File: config.mk
export PLATFORM = sky130hd
export DESIGN_NAME = ft_word_unpacker
export DESIGN_NICKNAME = d
export VERILOG_FILES = /design/src/rtl/ft_word_unpacker.sv
export SDC_FILE = /design/constraint.sdc
export NUM_CORES = 1
export LEC_CHECK = 0
export CORE_MARGIN = 4
export CORE_UTILIZATION = 56
export CTS_CLUSTER_SIZE = 28
export DETAILED_ROUTE_END_ITERATION = 10
export PLACE_DENSITY_LB_ADDON = 0.15
export RECOVER_POWER = 50
export SLEW_MARGIN = 10
export SYNTH_ARGS = -nofsm -noshare
export SYNTH_HDL_FRONTEND = slang
export SYNTH_SLANG_ARGS = --single-unit
File: constraint.sdc
create_clock -name sys_clk -period 3.9 [get_ports sys_clk]
set_input_delay 0.975 -clock sys_clk [delete_from_list [all_inputs] [get_ports sys_clk]]
set_output_delay 0.975 -clock sys_clk [all_outputs]
set_load 0.01 [all_outputs]
File: src/rtl/ft_word_unpacker.sv
// 32-to-16 bit width converter with a small skid buffer, halfword count limit and overflow flag.
// Optional checksum output enabled by defining UNPACK_CHECKSUM_EN.
module ft_word_unpacker #(
  parameter int unsigned DEPTH          = 4,
  parameter bit          LOW_HALF_FIRST = 1'b1,
  parameter int unsigned CNT_W          = 16
) (
  input  logic             sys_clk,
  input  logic             sys_nrst,
  input  logic             sync_clr,
  input  logic             start,
  input  logic [CNT_W-1:0] halfword_total,
  input  logic             in_valid,
  input  logic [31:0]      in_data,
  output logic             in_rdy,
  input  logic             fifo_full,
  output logic             fifo_wr_req,
  output logic [15:0]      fifo_wr_data,
  output logic             busy,
  output logic             done,
  output logic             overflow_err,
  output logic [CNT_W-1:0] halfword_cnt
`ifdef UNPACK_CHECKSUM_EN
  ,
  output logic [15:0]      checksum
`endif
);

  localparam int unsigned AW = $clog2(DEPTH);
  localparam logic [AW:0] FULL_OCC = (AW+1)'(DEPTH);

  typedef enum logic {S_IDLE, S_RUN} state_t;

  state_t           state, state_next;
  logic [31:0]      mem [DEPTH];
  logic [AW:0]      wr_ptr, rd_ptr, occ;
  logic [CNT_W-1:0] total_r;
  logic             phase;
  logic             push, wr_en, last_half, pop, start_run, start_zero, sel_high;
  logic [15:0]      half_data;

  assign occ    = wr_ptr - rd_ptr;
  assign busy   = (state == S_RUN);
  assign in_rdy = (state == S_RUN) && (occ < FULL_OCC);

  always_comb begin
    state_next = state;
    push       = in_valid && in_rdy;
    wr_en      = (state == S_RUN) && (occ != '0) && !fifo_full && (halfword_cnt != total_r);
    last_half  = wr_en && ((halfword_cnt + CNT_W'(1)) == total_r);
    // An odd total ends on a first half; the head word is popped with its second half unused.
    pop        = wr_en && (phase || last_half);
    start_run  = (state == S_IDLE) && start && (halfword_total != '0);
    start_zero = (state == S_IDLE) && start && (halfword_total == '0);
    sel_high   = LOW_HALF_FIRST ? phase : !phase;
    half_data  = sel_high ? mem[rd_ptr[AW-1:0]][31:16] : mem[rd_ptr[AW-1:0]][15:0];
    if (start_run) state_next = S_RUN;
    if (last_half) state_next = S_IDLE;
  end

  always_ff @(posedge sys_clk or negedge sys_nrst) begin
    if (!sys_nrst)     state <= S_IDLE;
    else if (sync_clr) state <= S_IDLE;
    else               state <= state_next;
  end

  always_ff @(posedge sys_clk) begin
    if (push) mem[wr_ptr[AW-1:0]] <= in_data;
  end

  always_ff @(posedge sys_clk or negedge sys_nrst) begin
    if (!sys_nrst) begin
      wr_ptr       <= '0;
      rd_ptr       <= '0;
      total_r      <= '0;
      phase        <= 1'b0;
      halfword_cnt <= '0;
      fifo_wr_req  <= 1'b0;
      fifo_wr_data <= '0;
      done         <= 1'b0;
      overflow_err <= 1'b0;
    end else if (sync_clr) begin
      wr_ptr       <= '0;
      rd_ptr       <= '0;
      total_r      <= '0;
      phase        <= 1'b0;
      halfword_cnt <= '0;
      fifo_wr_req  <= 1'b0;
      fifo_wr_data <= '0;
      done         <= 1'b0;
      overflow_err <= 1'b0;
    end else begin
      done        <= last_half || start_zero;
      fifo_wr_req <= wr_en;
      if (wr_en) begin
        fifo_wr_data <= half_data;
        halfword_cnt <= halfword_cnt + CNT_W'(1);
        phase        <= last_half ? 1'b0 : !phase;
      end
      if (start_run || start_zero) begin
        halfword_cnt <= '0;
        total_r      <= halfword_total;
        phase        <= 1'b0;
      end
      if (in_valid && !in_rdy) overflow_err <= 1'b1;
      // Leftover words are discarded once the transfer completes.
      if (last_half) begin
        wr_ptr <= '0;
        rd_ptr <= '0;
      end else begin
        if (push) wr_ptr <= wr_ptr + (AW+1)'(1);
        if (pop)  rd_ptr <= rd_ptr + (AW+1)'(1);
      end
    end
  end

`ifdef UNPACK_CHECKSUM_EN
  always_ff @(posedge sys_clk or negedge sys_nrst) begin
    if (!sys_nrst)                     checksum <= '0;
    else if (sync_clr)                 checksum <= '0;
    else if (start_run || start_zero)  checksum <= '0;
    else if (wr_en)                    checksum <= checksum + half_data;
  end
`endif

endmodule
# Word level (Yosys, flattened, before mapping)
# Memory sizes are Yosys's and may differ from the RTL's.
# Index checks and enable logic that the tools add are counted.
dict set report word_totals {
  register_bits 59
  ramBits 128
  in_bits 54
  out_inout_bits 37
  mem_count 1
}
dict set report classes {
  add_sub_neg 4
  magnitude_cmp 1
  n_eq_ne 2
  mux 27
  bitwise 1
  reduce_logical 27
}
# memory depth word_bits read_ports rd_ports_with_merged_regs write_ports line_no
set memory_table {}
lappend memory_table {mem 4 32 1 0 1 35} ;# logic [31:0] mem [DEPTH];
# operator n
set op_table {}
lappend op_table {{$mux W16} 8}
lappend op_table {{$mux W3} 6}
lappend op_table {{$add A16 B1 Y16 const B} 1}
lappend op_table {{$eq A16 B16 Y1} 1}
lappend op_table {{$logic_not A16 Y1} 1}
lappend op_table {{$ne A16 B16 Y1} 1}
lappend op_table {{$reduce_bool A16 Y1} 1}
lappend op_table {{$reduce_bool A3 Y1} 5}
lappend op_table {{$mux W1} 13}
lappend op_table {{$logic_and A1 B1 Y1} 11}
lappend op_table {{$add A3 B1 Y3 const B} 2}
lappend op_table {{$reduce_bool A2 Y1} 3}
lappend op_table {{$logic_not A1 Y1} 3}
lappend op_table {{$logic_or A1 B1 Y1} 3}
lappend op_table {{$lt A3 B3 Y1 const B} 1}
lappend op_table {{$sub A3 B3 Y3} 1}
lappend op_table {{$not A1 Y1} 1}

# Logic depth before layout (Yosys ltp)
dict set report logic_depth {
  word_depth 11
  depth_mapped 12
}

# Worst setup path after synthesis
# No wires, ideal clock.
dict set report synth_path {
  path_type {register -> register}
  start {register rd_ptr[1]}
  end {register wr_ptr[2]}
  setup_time_ns 0.119
  t_arrival_ns 2.959
  required_ns 3.781
  path_slack_ns 0.822
  path_stages_with_launch 12
  n_path_buf 2
  cell_sequence {dfrtp_1 > clkbuf_1 > buf_1 > inv_1 > ha_1 > a21oi_1 > xnor2_1 > nand2_1 > inv_1 > and3_1 > xor2_1 > and2_1}
}
dict set report synth_between {
  elab_cells_between_ends 12
  cone_classes {1 x add/sub; 1 x order compare; 2 x mux; 8 x reduce/logical}
}
# element line_no
set synth_rtl {}
lappend synth_rtl {{from (decl)} 36} ;# logic [AW:0] wr_ptr, rd_ptr, occ;
lappend synth_rtl {{from (signal assigned)} 112} ;# if (pop) rd_ptr <= rd_ptr + (AW+1)'(1);
lappend synth_rtl {{$sub A3 B3 Y3} 42} ;# assign occ = wr_ptr - rd_ptr;
lappend synth_rtl {{$lt A3 B3 Y1} 44} ;# assign in_rdy = (state == S_RUN) && (occ < FULL_OCC);
lappend synth_rtl {{$logic_and A1 B1 Y1} 44}
lappend synth_rtl {{named net in_rdy} 15} ;# output logic in_rdy,
lappend synth_rtl {{$logic_and A1 B1 Y1} 48} ;# push = in_valid && in_rdy;
lappend synth_rtl {{$reduce_bool A3 Y1 (no line)} -}
lappend synth_rtl {{to (signal assigned)} 111} ;# if (push) wr_ptr <= wr_ptr + (AW+1)'(1);
lappend synth_rtl {{to (decl)} 36}
# The timed path passes the listed nets, and every way through them passes these cells.
# A chain may end at the register's enable or synchronous reset.

# Final worst setup path
dict set report layout_path {
  start {register wr_ptr[1]}
  end {output in_rdy}
}
dict set report layout_between {
  elab_chain_len 3
}
# element line_no
set layout_rtl {}
lappend layout_rtl {{$sub A3 B3 Y3} 42}
lappend layout_rtl {{$lt A3 B3 Y1} 44}
lappend layout_rtl {{$logic_and A1 B1 Y1} 44}
lappend layout_rtl {{to (decl)} 15}
# No other way between the ends.

==> impl_metrics.env <==
export IMPL_die_area_sq_um=16200
export IMPL_synth_top_cell_area_share=0.482
export IMPL_cp_arrival_ns=2.32
export IMPL_pre_cts_ws_ns=0.889
export IMPL_period_needed_ns=3.29
export IMPL_setup_violations=0
export IMPL_slew_headroom=-0.596
export IMPL_finalHoldViolCount=0
export IMPL_crit_required_ns=2.92
export IMPL_grt_pass1_vias=4886
export IMPL_synthCells=497
export IMPL_grt_antenna_before_repair=0
export IMPL_total_leakage_power_nw=3.51
export IMPL_synth_cell_types=43
export IMPL_cts_buffer_depth=2
export IMPL_drt_initial_drc_count=376
export IMPL_mappedNetlistNets=559
export IMPL_synth_edf_count=128
export IMPL_endpoint_kind="output port"
export IMPL_cts_htree_levels=4
export IMPL_outcome="finished with violations"
export IMPL_hold_slack_ns=0.513
export IMPL_avgRoutedWirePerCell_um=21.7
export IMPL_grt_start_max_net_pins=43
export IMPL_synth_seq_cells=187
export IMPL_chipHeight_um=127
export IMPL_grt_pass1_wl_mm=27.1
export IMPL_violations="max-capacitance violations, max-slew violations"
export IMPL_grt_setup_unrepaired="no"
export IMPL_hp_class="flip-flop to flip-flop"
export IMPL_area_growth_syn_to_layout_pct=21.2
export IMPL_synth_avg_cell_area_sq_um=16.1
export IMPL_num_rows=43
export IMPL_setup_tns_ns=0
export IMPL_antenna_cells=0
export IMPL_synthesis_area_sq_um=7980
export IMPL_clock_fmax_mhz=304
export IMPL_cts_num_sinks=187
export IMPL_slew_violations=43
export IMPL_grt_ovfl_total=0
export IMPL_cp_max_fo=6
export IMPL_clock_latency_ns=0.42
export IMPL_clk_pin_slew_ns=0.07
export IMPL_start_util=0.573
export IMPL_io_pins=91
export IMPL_critPathKind="flip-flop to output port"
export IMPL_gp_congestion=0.964
export IMPL_core_area_sq_um=13900
export IMPL_peakVddDrop_mv=0.380
export IMPL_drc=0
export IMPL_power_density_nw_per_um2=437
export IMPL_drtAntennaViolNets=0
export IMPL_cts_tree="yes"
export IMPL_dr_pass1_iters=5
export IMPL_die_x_um=127
export IMPL_drt_vias_per_instance=5.95
export IMPL_grt_total_usage=0.222
export IMPL_vias=4665
export IMPL_finClkSkew_ns=0.00606
export IMPL_worst_pin_slew_ns=2.39
export IMPL_ctsResizeCount=0
export IMPL_synthArstFlopShare=0.316
export IMPL_drive_gt1_frac=0.156
export IMPL_yosysTopAreaCell="edfxtp_1"
export IMPL_hold_buffers=0
export IMPL_ys_seq_area_frac=0.666
export IMPL_fin_util=0.694
export IMPL_worst_setup_path_start_kind="flip-flop"
export IMPL_nNetsFinal=653
export IMPL_synthTopCellsByArea="edfxtp_1 48%, dfrtp_1 18%, mux4_2 9.0%"
export IMPL_setup_ws_ns=0.606
export IMPL_drv_cap=1
export IMPL_dp_hpwl_mm=11.0
export IMPL_fin_crit_sh=0.845
export IMPL_cts_setup_buffers=0
export IMPL_drt_total_wl_mm=17.0
export IMPL_cts_buffers=17
export IMPL_yosysWarningCount=0
export IMPL_cts_root_buf="clkbuf_16"
export IMPL_stdcell_count=784
export IMPL_io_buffers=90
export IMPL_ys_flop_type="edfxtp_1"
export IMPL_placedCellCount=752
[layout by cell type, fill, tap and decap left out, types with 17 or more instances in the layout]
cell type,count
clkdlybuf4s50_1,40
clkbuf_16,17
mux2i_1,20
nand2_1,20
xor2_1,26
dfrtp_1,58
mux4_2,32
xnor2_1,18
nor2_1,36
edfxtp_1,128
a22o_1,17
dlygate4sd3_1,49
[path summary, 6_finish.rpt]
check,endpoint,slack [ns],depth (start not counted),from
worst max-delay path,in_rdy,0.61,6,wr_ptr[1]
worst min-delay path,overflow_err,0.51,2,overflow_err
worst max register to register,wr_ptr[2],1.00,7,halfword_cnt[0]
worst min register to register,overflow_err,0.51,2,overflow_err
max in group asynchronous,total_r[8],0.82,2,sys_nrst
min in group asynchronous,halfword_cnt[15],1.27,1,sys_nrst
[synthesized netlist by cell type (8+ instances only)]
library cell and n:
xor2_1 26, ha_1 8, a22o_1 17, mux2i_1 20
and3_1 8, o21ai_0 8, nor4_1 8, mux4_2 32
clkbuf_1 10, inv_1 9, xnor2_1 18, a211oi_2 12
dfrtp_1 59, edfxtp_1 128, nand2_1 20, nand3_1 11
nor2_1 36
[power breakdown]
part / switching, mW / total (mW) / internal [mW]
Clock: 0.773 / 1.81 / 1.04
Sequential: 0.0230 / 2.19 / 2.17
Combinational: 0.124 / 0.229 / 0.105
[logic make-up (layout without fill, tap and decap cells)]
logic type,Yosys count,count (layout),synth area share
compound gates,54,54,0.0589
xor+xnor,45,45,0.0503
fa+ha+maj,8,8,0.0125
buf+inv,35,142,0.0221
flops,187,187,0.666
mux,53,53,0.117
simple gates,115,115,0.0729
[final cells by class]
| class | count | area, sq um |
|---|---|---|
| clock buffer | 17 | 425 |
| timing repair buffer | 101 | 973 |
| inverter | 9 | 33.8 |
| sequential | 187 | 5320 |
| multi-input combinational | 275 | 2490 |
| clock inverter | 15 | 205 |
| tap | 180 | 225 |
| fill | 961 | 4260 |
[state kept, by name (all words and copies together) (netlist names)]
name / count
wr_ptr: 3
fifo_wr_data: 16
overflow_err: 1
busy: 1
done: 1
mem: 128
rd_ptr: 3
phase: 1
halfword_cnt: 16
fifo_wr_req: 1
total_r: 16
[critical path: stages (launching register included)]
cell,delay (ns)
dfrtp_1,0.43
ha_1,0.35
a21oi_1,0.17
xnor2_1,0.14
nand2_1,0.11
inv_1,0.15
clkdlybuf4s50_1,0.56
[metrics by stage]
step	power, mW	cell area, sq um
2_1_floorplan	2.33	7980
3_3_place_gp	2.46	9050
3_5_place_dp	2.47	9050
4_1_cts	4.27	9680
5_1_grt	4.38	9680
6_report	4.23	9680
[metal layers]
metal,global-route usage,share of wire,vias up
li1,-,-,2089
met1,0.300,0.42,2408
met2,0.362,0.51,143
met3,0.0493,0.056,25
met4,0.0732,0.018,0
met5,0,0,-
Note: power is estimated with default switching activity, not from simulation.
==> variant 1, RTL diff (same flow settings) <==
Build with the macro `UNPACK_CHECKSUM_EN` defined.
--- a/src/rtl/ft_word_unpacker.sv
+++ b/src/rtl/ft_word_unpacker.sv
@@ -1,5 +1,7 @@
 // 32-to-16 bit width converter with a small skid buffer, halfword count limit and overflow flag.
 // Optional checksum output enabled by defining UNPACK_CHECKSUM_EN.
+`define UNPACK_CHECKSUM_EN
+
 module ft_word_unpacker #(
   parameter int unsigned DEPTH          = 4,
   parameter bit          LOW_HALF_FIRST = 1'b1,
Formal check against the unedited RTL (old outputs only; new: checksum): equivalent (equiv_simple and equiv_induct, registers matched by name and starting in step).
==> variant 1 against the original RTL <==
Total power up 18%. Sequential cell count increased by 16. Sequential power increased by 8%. Setup slack lost 430 ps. The flow still finishes with violations (capacitance limit, slew limit). Final cell count increased by 29%. Wire length increased by 26%. Synthesized area increased by 16%. Utilization grew 1.8 points. Clock power increased by 30%. Sequential share of layout area is 4.9 points lower. Via count grew 30%. Die area increased by 15%. Cell area is 18% higher. Largest power group unchanged.
==> variant 1: results (changes against the original RTL) <==
- Met1 wire length: 8900 µm (was 7050 µm)
- GR Layer Usage met2: 39.5% (was 36.2%)
- Internal power: 0.00396 W (was 0.00331 W)
- Pins over their slew limit: 76 (was 43)
- Syn nets: 744 (was 559)
- Combinational power: 0.000288 W (was 0.000229 W)
- Reg-to-reg endpoint: checksum[14] (was wr_ptr[2])
- Post-synthesis mux area share: 10.4% (was 11.7%)
- Seq power: 0.00236 W (was 0.00219 W)
- Complex-gate fraction of the synthesized area: 8.54% (was 5.89%)
- Failing checks: capacitance limit, slew limit (unchanged)
- Total of max-cap violations: 1 (unchanged)
- Synth cell types: 52 (was 43)
- Met2 WL: 10800 µm (was 8670 µm)
- Final Non-Filler Cells: 1012 (was 784)
- Port buffer count: 106 (was 90)
- Async S/R FF share, synth: 36.9% (was 31.6%)
- Worst EP arrival: 2750 ps (was 2320 ps)
- Post-DP Area: 10600 µm² (was 9050 µm²)
- Critical path peak fanout: 18 (was 6)
- GRT met1 Usage: 32.0% (was 30.0%)
- Worst Setup SP: rd_ptr[1] (was wr_ptr[1])
- GP Congestion: 0.899 (was 0.964)
- Layout cell share with drive strength beyond 1: 14.2% (was 15.6%)
- DP HPWL: 14600 µm (was 11000 µm)
- Final wirelength: 21500 µm (was 17000 µm)
- Net Sw Power: 0.00104 W (was 0.000920 W)
- GRT Overall Usage: 23.5% (was 22.2%)
- Largest net degree at the start of global routing: 76 (was 43)
- CTS Buffer Depth: 3 (was 2)
- Static Leak: 4.37 nW (was 3.51 nW)
- Clk Latency, worst-skew pair: 520 ps (was 420 ps)
- Worst R2R Setup Slack: 230 ps (was 1000 ps)
- Outcome: finished with violations (unchanged)
- Commonest cells in the netlist: 128 x edfxtp_1, 75 x dfrtp_1, 60 x nand2_1, 36 x a21oi_1, 32 x mux4_2 (was 128 x edfxtp_1, 59 x dfrtp_1, 36 x nor2_1, 32 x mux4_2, 26 x xor2_1)
- Post-synthesis sequential area ratio: 61.8% (was 66.6%)
- 1st-iter DRT viols: 434 (was 376)
- First-pass GRT wire length: 33900 µm (was 27100 µm)
- H-tree Lvls: 1 (was 4)
- Worst reg2reg path depth: 11 (was 7)
- Placed cell count: 970 (was 752)
- TritonCTS buffer count: 23 (was 17)
- Syn Inst Count: 666 (was 497)
- Routing usage on met3: 4.34% (was 4.93%)
- Hold WS: 494 ps (was 513 ps)
- Initial Util: 57.7% (was 57.3%)
- Pre-CTS WS: 215 ps (was 889 ps)
- Tightest Pin Transition: 1920 ps (was 2390 ps)
- Clock skew: 16.2 ps (was 6.06 ps)
- CP peak stage delay: 620 ps (was 560 ps)
- Post-synthesis share of cell area spent on xor and xnor gates: 5.01% (was 5.03%)
- Peak supply drop: 0.500 mV (was 0.380 mV)
## variant 1: cell count changes in the layout (fill, tap and decap cells not counted), sizes merged, moves of 12 or more
| cell | before | now |
|---|---|---|
| dfrtp | 59 | 75 |
| ha | 8 | 23 |
| a21oi | 6 | 36 |
| mux2 | 1 | 18 |
| mux2i | 20 | 4 |
| nand2 | 20 | 60 |
| o21ai | 8 | 21 |
| clkbuf | 19 | 31 |
| a211oi | 16 | 4 |
| xnor2 | 18 | 31 |
## variant 1: final cells by class
type	instances	area (µm²)
clock buffers	30	642
clock inverters	12	201
fillers	1051	4630
inverters	11	41.3
multi-input cells	416	3340
flip-flops and latches	203	5730
well taps	216	270
repair buffers	124	1210
## variant 1: timing repair
action,in CTS,in global routing
resized for setup,1,2
endpoints found under the setup margin,1,5
gates cloned,0,0
hold endpoints to repair,0,0
==> variant 2, RTL diff (config.mk and constraints unchanged) <==
Made on the original files. Put one more register stage on the output `overflow_err`, with the module's reset. The value now appears one clock later. The other outputs are not delayed to match.
--- a/src/rtl/ft_word_unpacker.sv
+++ b/src/rtl/ft_word_unpacker.sv
@@ -30,6 +30,8 @@
   localparam logic [AW:0] FULL_OCC = (AW+1)'(DEPTH);
 
   typedef enum logic {S_IDLE, S_RUN} state_t;
+
+  logic overflow_err_s0;
 
   state_t           state, state_next;
   logic [31:0]      mem [DEPTH];
@@ -78,7 +80,7 @@
       fifo_wr_req  <= 1'b0;
       fifo_wr_data <= '0;
       done         <= 1'b0;
-      overflow_err <= 1'b0;
+      overflow_err_s0 <= 1'b0;
     end else if (sync_clr) begin
       wr_ptr       <= '0;
       rd_ptr       <= '0;
@@ -88,7 +90,7 @@
       fifo_wr_req  <= 1'b0;
       fifo_wr_data <= '0;
       done         <= 1'b0;
-      overflow_err <= 1'b0;
+      overflow_err_s0 <= 1'b0;
     end else begin
       done        <= last_half || start_zero;
       fifo_wr_req <= wr_en;
@@ -102,7 +104,7 @@
         total_r      <= halfword_total;
         phase        <= 1'b0;
       end
-      if (in_valid && !in_rdy) overflow_err <= 1'b1;
+      if (in_valid && !in_rdy) overflow_err_s0 <= 1'b1;
       // Leftover words are discarded once the transfer completes.
       if (last_half) begin
         wr_ptr <= '0;
@@ -123,4 +125,12 @@
   end
 `endif
 
+  always_ff @(posedge sys_clk or negedge sys_nrst) begin
+    if (!sys_nrst) begin
+      overflow_err <= '0;
+    end else begin
+      overflow_err <= overflow_err_s0;
+    end
+  end
+
 endmodule
Check against the original RTL: not equivalent (a bounded check fails within 4 cycles, from zero or initial values and one cycle with sys_nrst low).
==> variant 2 against the original RTL <==
The flow still finishes with violations (capacitance limit, slew limit). Sequential share of layout area shrank 0.27 points. Sequential cell count up 1. Wire length increased by 6.9%. Combinational power increased by 10%. Cell area up 0.96%. Global-route usage is 0.95 points higher. Synthesized area rose by 1.3%. Worst hold slack worse by 120 ps. Utilization up 0.39 points. Total power down 2.1%. Setup slack worse by 170 ps.
==> variant 2: results (changes against the original RTL) <==
- Outcome: finished with violations (unchanged)
- Failing checks: capacitance limit, slew limit (unchanged)
- Post-synthesis sequential area ratio: 66.1% (was 66.6%)
- Filler Cell Count: 964 (was 961)
- Commonest cells in the netlist: 128 x edfxtp_1, 60 x dfrtp_1, 51 x nand2_1, 32 x mux4_2 (was 128 x edfxtp_1, 59 x dfrtp_1, 36 x nor2_1, 32 x mux4_2, 26 x xor2_1)
- 1st-iter DRT viols: 648 (was 376)
- First-pass GRT wire length: 28900 µm (was 27100 µm)
- Complex-gate fraction of the synthesized area: 8.42% (was 5.89%)
- Total of max-cap violations: 1 (unchanged)
- Sw Ratio: 22.7% (was 21.8%)
- Clk power: 0.00168 W (was 0.00181 W)
- DP HPWL: 11700 µm (was 11000 µm)
- Critical path's slowest cell: clkdlybuf4s50_1 (unchanged)
- Largest net degree at the start of global routing: 42 (was 43)
- Area share of fa/ha/maj cells after synthesis: 1.24% (was 1.25%)
- Synthesized area per cell: 14.7 µm² (was 16.1 µm²)
- GP Congestion: 0.910 (was 0.964)
- Final wirelength: 18200 µm (was 17000 µm)
- Pins over their slew limit: 42 (was 43)
- Worst EP arrival: 2490 ps (was 2320 ps)
- Async S/R FF share, synth: 31.9% (was 31.6%)
- Worst hold path class: reg2reg (unchanged)
- Clk Latency, worst-skew pair: 430 ps
- Post-CTS Setup Inserts: 0 (unchanged)
- Post-synthesis mux area share: 9.47% (was 11.7%)
- Layout cell share with drive strength beyond 1: 12.7% (was 15.6%)
- Combinational power: 0.000253 W (was 0.000229 W)
- TritonCTS buffer count: 17 (unchanged)
- Clock skew: 16.1 ps (was 6.06 ps)
- GRT Overall Usage: 23.1% (was 22.2%)
- Synth cell types: 53 (was 43)
- Final #Nets: 704 (was 653)
- Post-CTS sizing: 0 (unchanged)
- DR vias: 5159 (was 4665)
- Peak supply drop: 0.564 mV (was 0.380 mV)
- Final Non-Filler Cells: 835 (was 784)
- Placed cell count: 803 (was 752)
- Syn nets: 611 (was 559)
- Post-synthesis share of cell area spent on xor and xnor gates: 2.92% (was 5.03%)
- Critical path peak fanout: 7 (was 6)
- Vias in the first global route: 5473 (was 4886)
- Initial antenna violation count: 1 (was 0)
- Static Leak: 3.49 nW (was 3.51 nW)
- CP peak stage delay: 630 ps (was 560 ps)
- TritonRoute pass-1 iters: 6 (was 5)
- Largest cells by area after synthesis: edfxtp_1 48%, dfrtp_1 19%, mux4_2 8.9% (was edfxtp_1 48%, dfrtp_1 18%, mux4_2 9.0%)
- Tightest Pin Transition: 2260 ps (was 2390 ps)
[variant 2: final timing paths]
path / slack, ps / endpoint / startpoint / depth (start not counted)
min in group asynchronous: 1220 / halfword_cnt[13] / sys_nrst / 1
setup / recovery: 430 / in_rdy / wr_ptr[0] / 6
hold / removal: 390 / overflow_err / overflow_err_s0 / 0
setup reg to reg: 1040 / rd_ptr[0] / halfword_cnt[0] / 7
max in group asynchronous: 1200 / fifo_wr_data[4] / sys_nrst / 2
hold reg to reg: 390 / overflow_err / overflow_err_s0 / 0
[variant 2: layout make-up]
type	instances	area share, %
multi-input cells	313	26.2
clock inverters	14	1.56
flip-flops and latches	188	54.7
inverters	16	0.615
well taps	180	2.31
clock buffers	18	4.39
repair buffers	106	10.2
[variant 2: worst reg2reg max path, stage by stage, from the launching register on]
cell       delay [ps]
dfrtp_1           500
ha_1              380
nand2_1           120
or4_4             470
mux2_4            320
a2111oi_2         340
and4_1            480
a211oi_1           90
[variant 2: routing by layer]
metal	routed length [µm]	GRT usage (%)	vias to the layer above
met5	7	0	-
met4	425	8.49	2
met3	1060	5.63	35
met2	9460	39.3	190
met1	7210	29.0	2620
li1	-	-	2312
[variant 2: through the flow]
stage | setup WS (ps) | cell area, µm² | total power (W) | hold WS [ps] | util, %
2_1_floorplan | 662 | 8090 | 0.00235 | 354 | -
3_3_place_gp | 805 | 9200 | 0.00249 | 368 | 65.8
3_5_place_dp | 764 | 9200 | 0.00250 | 381 | 65.8
4_1_cts | 438 | 9780 | 0.00417 | 397 | 69.9
5_1_grt | 265 | 9770 | 0.00428 | 404 | 69.8
6_report | 432 | 9770 | 0.00414 | 394 | 69.8
